--- src/rtl/debounce_pkg.sv ---
// Purpose: shared state encoding for the debounce filter.
// Latency: n/a (types only).
// Backpressure: none.
package debounce_pkg;

  typedef enum logic [1:0] {
    STABLE_LO = 2'd0,
    PEND_HI   = 2'd1,
    STABLE_HI = 2'd2,
    PEND_LO   = 2'd3
  } db_state_t;

  // A pending state is one where a level change is being qualified.
  function automatic logic is_pending(input db_state_t s);
    return (s == PEND_HI) || (s == PEND_LO);
  endfunction

endpackage

--- src/rtl/debounce_filter_sat_counter.sv ---
// Purpose: saturating event counter; clear takes priority but a same-edge increment still counts.
// Latency: count updates on the edge where inc/clr are sampled.
// Backpressure: none; holds at all-ones instead of wrapping.
module sat_counter #(
  parameter int WIDTH = 8
) (
  input  logic             clk,
  input  logic             rst_n,
  input  logic             inc,
  input  logic             clr,
  output logic [WIDTH-1:0] count
);

  localparam logic [WIDTH-1:0] LP_ONE = {{(WIDTH-1){1'b0}}, 1'b1};

  logic [WIDTH-1:0] r_count;

  // Clear-then-count, saturating at all-ones.
  always_ff @(posedge clk or negedge rst_n) begin
    if (!rst_n) begin
      r_count <= '0;
    end else if (clr) begin
      r_count <= inc ? LP_ONE : '0;
    end else if (inc && (r_count != '1)) begin
      r_count <= r_count + LP_ONE;
    end
  end

  assign count = r_count;

endmodule

--- src/rtl/debounce_filter.sv ---
// Purpose: debounce an already-synchronised input into a clean level, rise/fall pulses and a press count.
// Latency: a new level is accepted DEBOUNCE_CYCLES samples after the first differing sample.
// Backpressure: none; every sample is consumed, pulses are single-cycle and unacknowledged.
module debounce_filter
  import debounce_pkg::*;
#(
  parameter int DEBOUNCE_CYCLES = 50000,
  parameter int CNT_WIDTH       = 16,
  parameter int EVT_WIDTH       = 8
) (
  input  logic                 clk_dst,
  input  logic                 rst_dst_n,
  input  logic                 signal_sync,
  input  logic                 clear_evt,
  output logic                 signal_db,
  output logic                 rise_pulse,
  output logic                 fall_pulse,
  output logic [EVT_WIDTH-1:0] evt_count,
  output logic                 busy
);

  // Last count value before acceptance; the accepting sample is the D-th equal one.
  localparam logic [CNT_WIDTH-1:0] LP_LAST    = CNT_WIDTH'(DEBOUNCE_CYCLES - 1);
  localparam logic [CNT_WIDTH-1:0] LP_CNT_ONE = {{(CNT_WIDTH-1){1'b0}}, 1'b1};

  db_state_t            r_state;
  logic [CNT_WIDTH-1:0] r_cnt;
  logic                 r_db;
  logic                 r_rise;
  logic                 r_fall;
  logic                 r_busy;
  logic                 w_cnt_last;
  logic                 w_rise_acc;

  assign w_cnt_last = (r_cnt == LP_LAST);
  // The press counter increments on the same edge that launches rise_pulse.
  assign w_rise_acc = (r_state == PEND_HI) && signal_sync && w_cnt_last;

  // Debounce FSM with stability counter; all outputs registered alongside state.
  always_ff @(posedge clk_dst or negedge rst_dst_n) begin
    if (!rst_dst_n) begin
      r_state <= STABLE_LO;
      r_cnt   <= '0;
      r_db    <= 1'b0;
      r_rise  <= 1'b0;
      r_fall  <= 1'b0;
      r_busy  <= 1'b0;
    end else begin
      r_rise <= 1'b0;
      r_fall <= 1'b0;
      case (r_state)
        STABLE_LO: begin
          if (signal_sync) begin
            r_state <= PEND_HI;
            r_cnt   <= LP_CNT_ONE;
            r_busy  <= is_pending(PEND_HI);
          end
        end
        PEND_HI: begin
          if (!signal_sync) begin
            r_state <= STABLE_LO;
            r_cnt   <= '0;
            r_busy  <= is_pending(STABLE_LO);
          end else if (w_cnt_last) begin
            r_state <= STABLE_HI;
            r_cnt   <= '0;
            r_db    <= 1'b1;
            r_rise  <= 1'b1;
            r_busy  <= is_pending(STABLE_HI);
          end else begin
            r_cnt <= r_cnt + LP_CNT_ONE;
          end
        end
        STABLE_HI: begin
          if (!signal_sync) begin
            r_state <= PEND_LO;
            r_cnt   <= LP_CNT_ONE;
            r_busy  <= is_pending(PEND_LO);
          end
        end
        PEND_LO: begin
          if (signal_sync) begin
            r_state <= STABLE_HI;
            r_cnt   <= '0;
            r_busy  <= is_pending(STABLE_HI);
          end else if (w_cnt_last) begin
            r_state <= STABLE_LO;
            r_cnt   <= '0;
            r_db    <= 1'b0;
            r_fall  <= 1'b1;
            r_busy  <= is_pending(STABLE_LO);
          end else begin
            r_cnt <= r_cnt + LP_CNT_ONE;
          end
        end
        default: begin
          r_state <= STABLE_LO;
          r_cnt   <= '0;
          r_db    <= 1'b0;
          r_busy  <= 1'b0;
        end
      endcase
    end
  end

  sat_counter #(
    .WIDTH (EVT_WIDTH)
  ) u_evt_cnt (
    .clk   (clk_dst),
    .rst_n (rst_dst_n),
    .inc   (w_rise_acc),
    .clr   (clear_evt),
    .count (evt_count)
  );

  assign signal_db  = r_db;
  assign rise_pulse = r_rise;
  assign fall_pulse = r_fall;
  assign busy       = r_busy;

endmodule

--- config.mk ---
export PLATFORM = sky130hd
export DESIGN_NAME = debounce_filter
export DESIGN_NICKNAME = d
export VERILOG_FILES = /design/src/rtl/debounce_pkg.sv /design/src/rtl/debounce_filter_sat_counter.sv /design/src/rtl/debounce_filter.sv
export SDC_FILE = /design/constraint.sdc
export NUM_CORES = 1
export LEC_CHECK = 0
export ABC_CLOCK_PERIOD_IN_PS = 2600
export CORE_ASPECT_RATIO = 0.7
export CORE_MARGIN = 2
export CORE_UTILIZATION = 25
export CTS_CLUSTER_SIZE = 20
export DETAILED_ROUTE_END_ITERATION = 8
export PLACE_DENSITY = 0.4
export SLEW_MARGIN = 20
export SYNTH_ARGS = -nofsm -noshare
export SYNTH_HDL_FRONTEND = slang
export SYNTH_HIERARCHICAL = 1
export SYNTH_SLANG_ARGS = --single-unit
--- constraint.sdc ---
create_clock -name clk_dst -period 2.6 [get_ports clk_dst]
set_input_delay 0.52 -clock clk_dst [delete_from_list [all_inputs] [get_ports clk_dst]]
set_output_delay 0.52 -clock clk_dst [all_outputs]
set_load 0.01 [all_outputs]
======== Word-level counts from Yosys, hierarchy flattened ========
Index checks and enable logic that the tools add are counted.
word-level totals
  memory bits (read-only) ................. 0
  memory bits (writable) .................. 0
  latch bits .............................. 0
  memories kept ........................... 0
  bits in registers ....................... 30
  bits of input ports ..................... 4
cells by class
  order comparisons ....................... 0
  bitwise logic cells ..................... 0
  $add $sub $neg .......................... 2
  equality and inequality tests ........... 13
  div/mod/pow operators ................... 0
  multiplexer cells ....................... 32
  $mul .................................... 0
  reduce and logical (&&, ||, !) cells .... 9
  shift-type cells ........................ 0
operator list
  kind                                            count
  2-to-1 mux 16 bit                               5
  case mux 16 bit (4 select lines)                1
  adder 16 x 1 -> 16 bit (second input constant)  1
  == test 16 bit (second input constant)          1
  2-to-1 mux 8 bit                                2
  2-to-1 mux 1 bit                                15
  2-to-1 mux 2 bit                                6
  inequality test 2 bit (second input constant)   6
  adder 8 x 1 -> 8 bit (second input constant)    1
  inequality test 8 bit (second input constant)   1
  case mux 2 bit (4 select lines)                 1
  inequality test 3 bit (second input constant)   2
  AND reduction 5 bit                             1
  == test 2 bit (second input constant)           2
  case mux 1 bit (4 select lines)                 1
  AND reduction 4 bit                             1
  nonzero test 2 bit                              2
  logical AND 1 bit                               3
  == test 2 x 1 -> 1 bit (second input constant)  1
  zero test 2 bit                                 1
  case mux 1 bit (2 select lines)                 1
  AND reduction 2 bit                             1

======== Longest topological paths before layout ========
  depth in word-level cells ............... 6
  mapped depth ............................ 9
  mapped depth without buffers ............ 9

======== By module ========
The synthesis kept the hierarchy.
by module, submodules not included
  module           times used  area an instance (sq um)  seq. area each (sq um)  cells an instance
  debounce_filter  1           1172.4                    550.5                   124
  sat_counter      1           473.0                     200.2                   47

======== Worst setup path after synthesis ========
Ideal clock, no wire load.
  path kind ............................... flip-flop to flip-flop
  from .................................... register r_cnt[10]
  to ...................................... register u_evt_cnt.r_count[5] (netlist: u_evt_cnt/count[5])
  path slack .............................. 82 ps
  period minus slack after synthesis ...... 2518 ps
  arrival ................................. 2386 ps
  stages on the path, launching flop included .. 10
  cell sequence ........................... dfrtp_1 -> buf_6 -> or4_4 -> nor4_4 -> nand2_1 -> nor2_1 -> and2_1 -> nand4_2 -> a2111oi_2 -> nor3b_1
on the way
  word-level cells in the longest chain between the ends .. 4
RTL lines
  element                              line                               source
  start: declaration                   debounce_filter.sv:27              logic [CNT_WIDTH-1:0] r_cnt;
  start signal: assignment             debounce_filter.sv:71              r_cnt <= r_cnt + LP_CNT_ONE;
  start signal: assignment             debounce_filter.sv:93              r_cnt <= r_cnt + LP_CNT_ONE;
  == test 16 bit                       debounce_filter.sv:35              assign w_cnt_last = (r_cnt == LP_LAST);
  logical AND 1 bit                    debounce_filter.sv:37              assign w_rise_acc = (r_state == PEND_HI) && signal_sync && w_cnt_last;
  via w_rise_acc                       debounce_filter.sv:33              logic w_rise_acc;
  logical AND 1 bit                    debounce_filter_sat_counter.sv:24  end else if (inc && (r_count != '1)) begin
  nonzero test 2 bit (no source line)  --
  end signal: assignment               debounce_filter_sat_counter.sv:23  r_count <= inc ? LP_ONE : '0;
  end signal: assignment               debounce_filter_sat_counter.sv:25  r_count <= r_count + LP_ONE;
  end: declaration                     debounce_filter_sat_counter.sv:16  logic [WIDTH-1:0] r_count;
The timed path passes the listed nets, and every way through them passes these cells.
A chain may end at the register's enable or synchronous reset.

======== Final worst setup path ========
  from .................................... register r_cnt[7]
  to ...................................... register u_evt_cnt.r_count[5] (netlist: u_evt_cnt/count[5])
The elaborated chain is that of the path after synthesis.

==> summary.txt <==
Status
  – Status: finished clean

Setup path
  – Setup CP Type: reg -> reg
  – Crit-path slowest cell: or4_4
  – Crit-path cells: or4_4 > nor4_4 > nand2_1 > nor2_1 > and2_2 > nand4_4 > a2111oi_2 > nor3b_1
  – Arrival time at the worst endpoint: 2580 ps
  – Critical Path RT: approximately 2800 ps
  – Max stage delay on crit path: roughly 570 ps
  – Startpoint types: flip-flop
  – R2R Path End: u_evt_cnt/count[5]
  – CP Max Fanout: 6
  – R2r startpoint: r_cnt[7]
  – FF-to-FF setup slack: 170 ps
  – Worst setup EP type: flip-flop
  – R2R depth: 8

Cells and area
  – Multi-input gate area: 847 µm²
  – Number of fill cells: 663
  – Layout area overhead: 24.3%
  – Register Area: 751 µm²
  – Share of layout cells above drive strength 1: roughly 18%
  – Antenna diodes: 0
  – Nets: 205

Placed design
  – GPL Wtd Cong: 0.793
  – HPWL Detailed: slightly below 3 mm
  – Place WS: about 88 ps
  – Port-buffer cells: 15

Synth
  – Post-synth EDFFs: 0
  – #FFs+latches synth: 30
  – Synth top area share: about 46%
  – Register area share after synthesis: 45.6%
  – Count of cell types in the netlist: 51
  – Count leader, synth: dfrtp_1
  – Top cells by area, synth: dfrtp_1 46%, a31oi_1 4.6%, nand2_1 4.3%
  – Post-synth top cells: 30 x dfrtp_1, 19 x nand2_1, 12 x a31oi_1
  – Post-synth ARST share: 100%
  – Syn_area_per_cell: 9.62 µm²
  – Post-synth top area cell: dfrtp_1
  – Mapped cell area: 1650 µm²
  – Syn_nets: 177
  – Synthesis Warnings: 6
  – Post-synthesis cell count: 171
  – Synth Flop Type: dfrtp_1

GRT
  – Grt ovf: 0
  – Largest net degree at the start of global routing: 31
  – Vias in the first global route: ~1400
  – Initial antenna violation count: 0
  – GRT Total Usage: 12.8%
  – First-pass GRT wire length: just over 7 mm

Clock tree
  – Clock transition at path regs: 60 ps
  – Clock Latency Late Sink: approximately 280 ps
  – Number of hold buffers added after cts: 0
  – H-tree levels: 2
  – Clock Tree Buf Depth: 2
  – CTS buffer count: 5
  – CTS tree: yes
  – TritonCTS Sinks: 30
  – Clk root buf: clkbuf_8

Drt
  – First-pass DRT Iterations: 5
  – Via density: 5.30
  – Drt total wl: ~4.2 mm
  – Post-route DRC: 0
  – Via count: 1463
  – Detailed router's first-iteration violation count: 57
  – Mean routed wirelength per cell: between 15 and 20 µm
  – Post-DRT Antenna Nets: 0

Power
  – Worst vdd ir: about 200 µV
  – Cell Pwr Density: 673 nW/µm²
  – Final Power: 1.38 mW
  – Lkg Pwr: 0.829 nW

Min path
  – Worst min-delay path startpoint: busy
  – Hold Crit Class: reg -> reg
  – Min-Delay Endpoint: busy
  – WHS Path Cells: 2

Timing
  – Skew final: 4.94 ps
  – Slew @ Worst Pin: 561 ps
  – Rel. slew slack: around 62%
  – RSZ-0062 raised after global routing: false
  – Setup TNS: 0 ps
  – Max Slew Vio Count: 0
  – Hold Fails Final Rpt: 0
  – PnR worst setup slack: 168 ps
  – Fin crit share: 93.5%
  – Final min period: 2430 ps
  – Setup-failing EPs final: 0
  – Max Freq: ~400 MHz

Floorplan
  – Area of the core: approximately 6300 µm²
  – Initial core utilization: 26.1%
  – Row count: 24
  – Top-Level Pins: 16
  – Die area: 7260 µm²
  – Die height: 71.9 µm
  – Die W: 101 µm

Job
  – Number of max-cap violations: 0
## area by class of cell
type / count / area share [%]
multi-input cells: 131 / 41.4
flip-flops and latches: 30 / 36.7
repair buffers: 27 / 12.4
well taps: 78 / 4.77
clock buffers: 6 / 4.04
inverters: 4 / 0.734
## layout by cell type (no fill, tap or decap), types with 2 or more instances in the layout
cell type	instances
nor3_1	6
inv_1	4
and3_1	2
clkbuf_8	6
nand2b_1	4
nand3_1	9
a31oi_1	12
nand2_1	19
nand4_1	7
dfrtp_1	30
a21oi_1	10
buf_4	11
or3_1	3
nor3b_1	2
clkdlybuf4s50_1	15
nor2_1	7
nor4_1	3
or3_2	3
a41oi_1	3
o21ai_0	10
## critical path, delay by kind of cell (launching register included)
| family | cells | cell delay, ps |
|---|---|---|
| flip-flops | 1 | 420 |
| AO/OA/AOI/OAI | 1 | 360 |
| AND/OR/NAND/NOR | 7 | 1500 |
## timing repair
item / 4_1_cts / 5_1_grt
resized for setup: 0 / 3
setup buffers: 0 / 0
setup endpoints to repair: 0 / 4
## worst max-delay path by stage
| stage | slack, ps | depth (start not counted) | to | startpoint |
|---|---|---|---|---|
| 2_1_floorplan | 80 | 9 | u_evt_cnt/count[5] | r_cnt[10] |
| 3_3_place_gp | 170 | 8 | u_evt_cnt/count[5] | r_cnt[7] |
| 3_5_place_dp | 90 | 8 | u_evt_cnt/count[5] | r_cnt[7] |
| 4_1_cts | 70 | 8 | u_evt_cnt/count[5] | r_cnt[7] |
| 5_1_grt | 4 | 8 | u_evt_cnt/count[4] | r_cnt[7] |
| 6_report | 170 | 8 | u_evt_cnt/count[5] | r_cnt[7] |
## stage by stage
step	hold WS [ps]	instances	area, µm²	util, %
2_1_floorplan	224	171	1650	-
3_3_place_gp	509	270	1950	30.9
3_5_place_dp	516	270	1950	30.9
4_1_cts	532	276	2030	32.2
5_1_grt	585	276	2050	32.4
6_report	517	276	2050	32.4
## cell families after synthesis
group,share of synthesized area [%]
and+or+nand+nor,28.3
AOI/OAI and AO/OA,18.9
DFF,45.6
adders and majority gates,1.52
xor gates and xnor gates,0.532
buffers and inverters,3.65
muxes,1.52
## sequential cells by signal (all words and copies together) (netlist names), named ones only
| register | flops |
|---|---|
| fall_pulse | 1 |
| busy | 1 |
| rise_pulse | 1 |
| u_evt_cnt/count | 8 |
| r_state | 1 |
| r_cnt | 16 |
| signal_db | 1 |
## routing by layer
metal	share of wire, %	routed length [µm]	up-vias	track usage, %
met5	0	0	-	0
met4	1.5	62	0	4.95
met3	4.4	184	7	2.93
met2	42	1760	36	18.2
met1	52	2150	715	18.7
li1	-	-	705	-
## report_power, final
part	internal (mW)	leakage (nW)	switching [mW]	total [mW]
clock network	0.204	0.0431	0.168	0.372
registers	0.512	0.410	0.0406	0.552
logic	0.190	0.376	0.262	0.452
total	0.905	0.829	0.471	1.38
No activity file was read; power rests on OpenSTA's default activity.
